### src/rtl/comp_arbiter.sv
// rtl/comp_arbiter.sv - round-robin time-shared registered magnitude comparator
module comp_arbiter #(
    parameter int WIDTH = 4,
    parameter int NREQ  = 4,
    parameter int IDW   = 2
) (
    input  logic                  clk,
    input  logic                  rst_n,
    input  logic [NREQ-1:0]       req,
    input  logic [NREQ*WIDTH-1:0] a_bus,
    input  logic [NREQ*WIDTH-1:0] b_bus,
    output logic [NREQ-1:0]       gnt,
    output logic                  busy,
    output logic                  done,
    output logic [IDW-1:0]        res_id,
    output logic                  g,
    output logic                  e,
    output logic                  s
);

    typedef enum logic [1:0] {S_IDLE, S_CMP, S_DONE} state_t;

    state_t            state, state_nxt;
    logic [IDW-1:0]    ptr;
    logic [IDW-1:0]    win_q;
    logic [IDW-1:0]    pick;
    logic              found;
    logic [WIDTH-1:0]  a_q, b_q;
    logic [WIDTH-1:0]  a_pick, b_pick;
    logic [NREQ-1:0]   gnt_q;

    // Search distance i from the pointer; the first requester reached wins.
    always_comb begin
        found  = 1'b0;
        pick   = '0;
        a_pick = '0;
        b_pick = '0;
        for (int i = 0; i < NREQ; i++) begin
            for (int j = 0; j < NREQ; j++) begin
                if (!found && req[j] && (((int'(ptr) + i) % NREQ) == j)) begin
                    found  = 1'b1;
                    pick   = IDW'(j);
                    a_pick = a_bus[j*WIDTH +: WIDTH];
                    b_pick = b_bus[j*WIDTH +: WIDTH];
                end
            end
        end
    end

    always_ff @(posedge clk or negedge rst_n) begin
        if (!rst_n) begin
            state <= S_IDLE;
        end else begin
            state <= state_nxt;
        end
    end

    always_comb begin
        state_nxt = state;
        case (state)
            S_IDLE:  if (found) state_nxt = S_CMP;
            S_CMP:   state_nxt = S_DONE;
            S_DONE:  state_nxt = S_IDLE;
            default: state_nxt = S_IDLE;
        endcase
    end

    always_comb begin
        busy = (state != S_IDLE);
        done = (state == S_DONE);
        gnt  = gnt_q;
    end

    always_ff @(posedge clk or negedge rst_n) begin
        if (!rst_n) begin
            ptr    <= '0;
            win_q  <= '0;
            a_q    <= '0;
            b_q    <= '0;
            gnt_q  <= '0;
            res_id <= '0;
            g      <= 1'b0;
            e      <= 1'b0;
            s      <= 1'b0;
        end else begin
            case (state)
                S_IDLE: begin
                    if (found) begin
                        a_q   <= a_pick;
                        b_q   <= b_pick;
                        win_q <= pick;
                        gnt_q <= NREQ'(1) << pick;
                    end
                end
                S_CMP: begin
                    gnt_q  <= '0;
                    g      <= (a_q > b_q);
                    e      <= (a_q == b_q);
                    s      <= (a_q < b_q);
                    res_id <= win_q;
                end
                S_DONE: begin
                    ptr <= (win_q == IDW'(NREQ - 1)) ? '0 : win_q + 1'b1;
                end
                default: ;
            endcase
        end
    end

endmodule

### config.mk
export PLATFORM = sky130hd
export DESIGN_NAME = comp_arbiter
export DESIGN_NICKNAME = d
export VERILOG_FILES = /design/src/rtl/comp_arbiter.sv
export SDC_FILE = /design/constraint.sdc
export NUM_CORES = 1
export LEC_CHECK = 0
export CORE_ASPECT_RATIO = 0.5
export CORE_MARGIN = 2
export CORE_UTILIZATION = 33
export DETAILED_ROUTE_END_ITERATION = 8
export GPL_TIMING_DRIVEN = 0
export PLACE_DENSITY_LB_ADDON = 0.12
export SLEW_MARGIN = 15
export SYNTH_ARGS = -nofsm -noshare
export SYNTH_HDL_FRONTEND = slang
export SYNTH_SLANG_ARGS = --single-unit
### constraint.sdc
create_clock -name clk -period 2.4 [get_ports clk]
set_input_delay 0.6 -clock clk [delete_from_list [all_inputs] [get_ports clk]]
set_output_delay 0.6 -clock clk [all_outputs]
set_load 0.01 [all_outputs]
==> key figures <==
Outcome
  – Status: completed

Power
  – Cell Pwr Density: 999 mW/mm^2
  – Pleak: 1.31 nW
  – Tot Pwr: 3.29 mW
  – Flop pwr share: 21.9%
  – Internal: 1.80 mW
  – Combinational group share of total power: 67.5%
  – Sw Pwr: 1.49 mW
  – Switching share of total power: 45.3%
  – Fraction of power consumed by the clock network: 10.6%
  – Worst IR Drop VDD: 0.386 mV

Timing
  – Fin crit share: 95.2%
  – Unrepaired setup endpoints after global routing: false
  – Period minus WS final: 2.29 ns
  – Setup ws final: 0.115 ns
  – Fin. Hold Viols: 0
  – Worst Max-Slew Pin Slew: 0.988 ns
  – Max Freq: 438 MHz
  – Slew HR: 33.9%
  – Setup Skew: 0.00259 ns
  – Setup violators final: 0
  – Slew Viols, Final: 0
  – Setup TNS: 0 ns

Worst setup path
  – CP Launch Type: primary input
  – CP Max Fanout: 10
  – CP Class: in2reg
  – Data arrival, critical path: 2.40 ns
  – Crit end category: flip-flop
  – Worst EP required: 2.52 ns

Finish
  – Filler cells: 717
  – # diodes: 0
  – Area of the multi-input gates: 0.00176 sq mm
  – Nets@finish: 400
  – Most frequent cells in the layout: clkdlybuf4s50_1 (44), dfrtp_1 (23), nand2_1 (22)
  – FF+latch area: 576 sq um
  – Area delta synth->final: 30.2%
  – Post-layout util: 44.7%
  – Layout cells sized above 1: 17.7%
  – Most common cell after layout, fill and taps aside: clkdlybuf4s50_1

Detailed routing
  – Total Wirelength: 9990 um
  – Initial drt markers: 322
  – Vias: 2,791
  – 1st-pass router iterations: 5
  – Post-DR wirelength/cell: 22.1 um
  – ANT nets after route: 0
  – DRC viols: 0
  – Vias per cell: 6.17

Clock tree
  – Worst skew pair latency: 0.25 ns
  – CTS clk-pin slew, worst paths: 0.06 ns
  – Cts hold-fix bufs: 0
  – Clock Tree Buf Depth: 2
  – TritonCTS clock tree: done
  – CTS buffer count: 3
  – Sink Count: 23
  – Root buffer cell: clkbuf_16
  – CTS H-tree lvls: 1

GRT
  – Largest net degree at the start of global routing: 24
  – Global-route wire length before repair: 15,100 um
  – Global-route met1 utilization: 37.8%
  – M3 GR Usage: 3.80%
  – Grt ovf: 0
  – GR peak layer: met1
  – Gr usage total: 23.7%
  – Vias in the first global route: 2,546
  – Met2 usage: 32.8%
  – Initial antenna violation count: 0

Floorplanning
  – FP Rows: 22
  – Initial Util: 34.3%
  – Die X-Extent: 128 um
  – Core ar.: 0.00738 sq mm
  – Total die area: 0.00843 sq mm
  – I/O pin total: 49
  – Die height: 65.9 um

Placement
  – Final Wtd Congestion: 0.926
  – Port bufs: 48
  – Hpwl dp: 7590 um
  – Worst slack, placed: -0.639 ns

Yosys
  – EDFF count, synth: 0
  – Yosys reg bits: 23
  – Top-area cell type share of the netlist area: 22.7%
  – Mapped Cells: 301
  – Seq/Total Area, Yosys: 22.7%
  – Synth Flop Type: dfrtp_1
  – Warnings from Yosys: 0
  – Ys async rst share: 100%
  – Mapped cell area: 0.00253 sq mm
  – Yosys cell types: 67
  – Mapped Avg Cell Area: 8.41 sq um
  – Syn nets: 344
  – Cell type with the largest total area after synthesis: dfrtp_1
  – Largest cells by area after synthesis: dfrtp_1 (23%), o221ai_1 (4.5%), nand2_1 (3.6%)

Hold path
  – Worst min path class: reg2reg

Run
  – MaxCap Viol Count: 0
## power by group through the flow
stage               registers, mW  logic [mW]  clock network, mW
floorplan                   0.705        1.38                  0
CTS                         0.724        2.16              0.360
finish                      0.721        2.22              0.348
detailed placement          0.729        2.11                  0
global route                0.752        2.40              0.380
global placement            0.718        2.10                  0
## worst max-delay path, cell delays in order
cell and delay, ns:
dlygate4sd2_1 0.26, buf_6 0.15, or2_1 0.22, buf_6 0.16, a211oi_4 0.24, buf_6 0.17, o221ai_1 0.16, a211oi_2 0.34
o21ai_1 0.11
## logic make-up (layout without fill, tap and decap cells)
group | Yosys count | count (layout) | synth area share [%]
simple gates | 108 | 108 | 27.3
fa+ha+maj | 5 | 5 | 2.47
compound gates | 118 | 118 | 35.8
mux | 5 | 5 | 2.23
flops | 23 | 23 | 22.7
buf+inv | 42 | 97 | 9.40
## area by class of cell
type,count,share of cell area (%)
inverter,14,1.63
buffer,27,5.81
sequential,23,17.5
clock inverter,1,0.152
timing repair buffer,52,15.6
multi-input combinational,236,53.4
clock buffer,3,2.28
tap,96,3.65
## flip-flops by register name (all words and copies together), names as in the netlist, 2 cells and up
signal  flops
state       2
ptr         2
b_q         4
a_q         4
gnt         4
win_q       2
res_id      2
## cells in the mapped netlist (8+ instances only)
master     n
a21oi_1   12
and3b_1    9
buf_2      9
dfrtp_1   23
inv_1     13
nand2_1   24
nand3_1    8
nor2_1    11
nor3_1    12
o21ai_0   10
o21ai_1   13
o221ai_1  13
## through the flow
| stage | instance area (sq um) | cells | hold WS [ns] |
|---|---|---|---|
| after floorplan | 2530 | 301 | 0.304 |
| after global placement | 3130 | 445 | 0.467 |
| after detailed placement | 3130 | 445 | 0.474 |
| after CTS | 3270 | 452 | 0.487 |
| after global routing | 3290 | 452 | 0.527 |
| final | 3290 | 452 | 0.480 |
## metal layers
| layer | part of all wire, % | routed length (um) | vias up |
|---|---|---|---|
| met5 | 0 | 0 | - |
| met4 | 0.65 | 65 | 0 |
| met3 | 10 | 1000 | 10 |
| met2 | 39 | 3920 | 179 |
| met1 | 50 | 5000 | 1310 |
| li1 | - | - | 1292 |
## path summary, 6_finish.rpt
path,start,end,slack (ns),cells after the start
worst max-delay path,req[0],a_q[0]$_DFFE_PN0P_,0.11,9
worst min-delay path,g$_DFFE_PN0P_,g$_DFFE_PN0P_,0.48,2
worst max register to register,ptr[0]$_DFFE_PN0P_,b_q[3]$_DFFE_PN0P_,0.23,8
worst min register to register,g$_DFFE_PN0P_,g$_DFFE_PN0P_,0.48,2
max in group asynchronous,rst_n,b_q[2]$_DFFE_PN0P_,0.91,1
min in group asynchronous,rst_n,win_q[0]$_DFFE_PN0P_,0.90,1
## repair_timing
action / in CTS / in global routing
setup endpoints to repair: 8 / 10
gates resized for setup: 16 / 7
gates cloned: 0 / 0
pin swaps: 11 / 2
buffers inserted: 4 / 0
No activity file was read; power rests on OpenSTA's default activity.
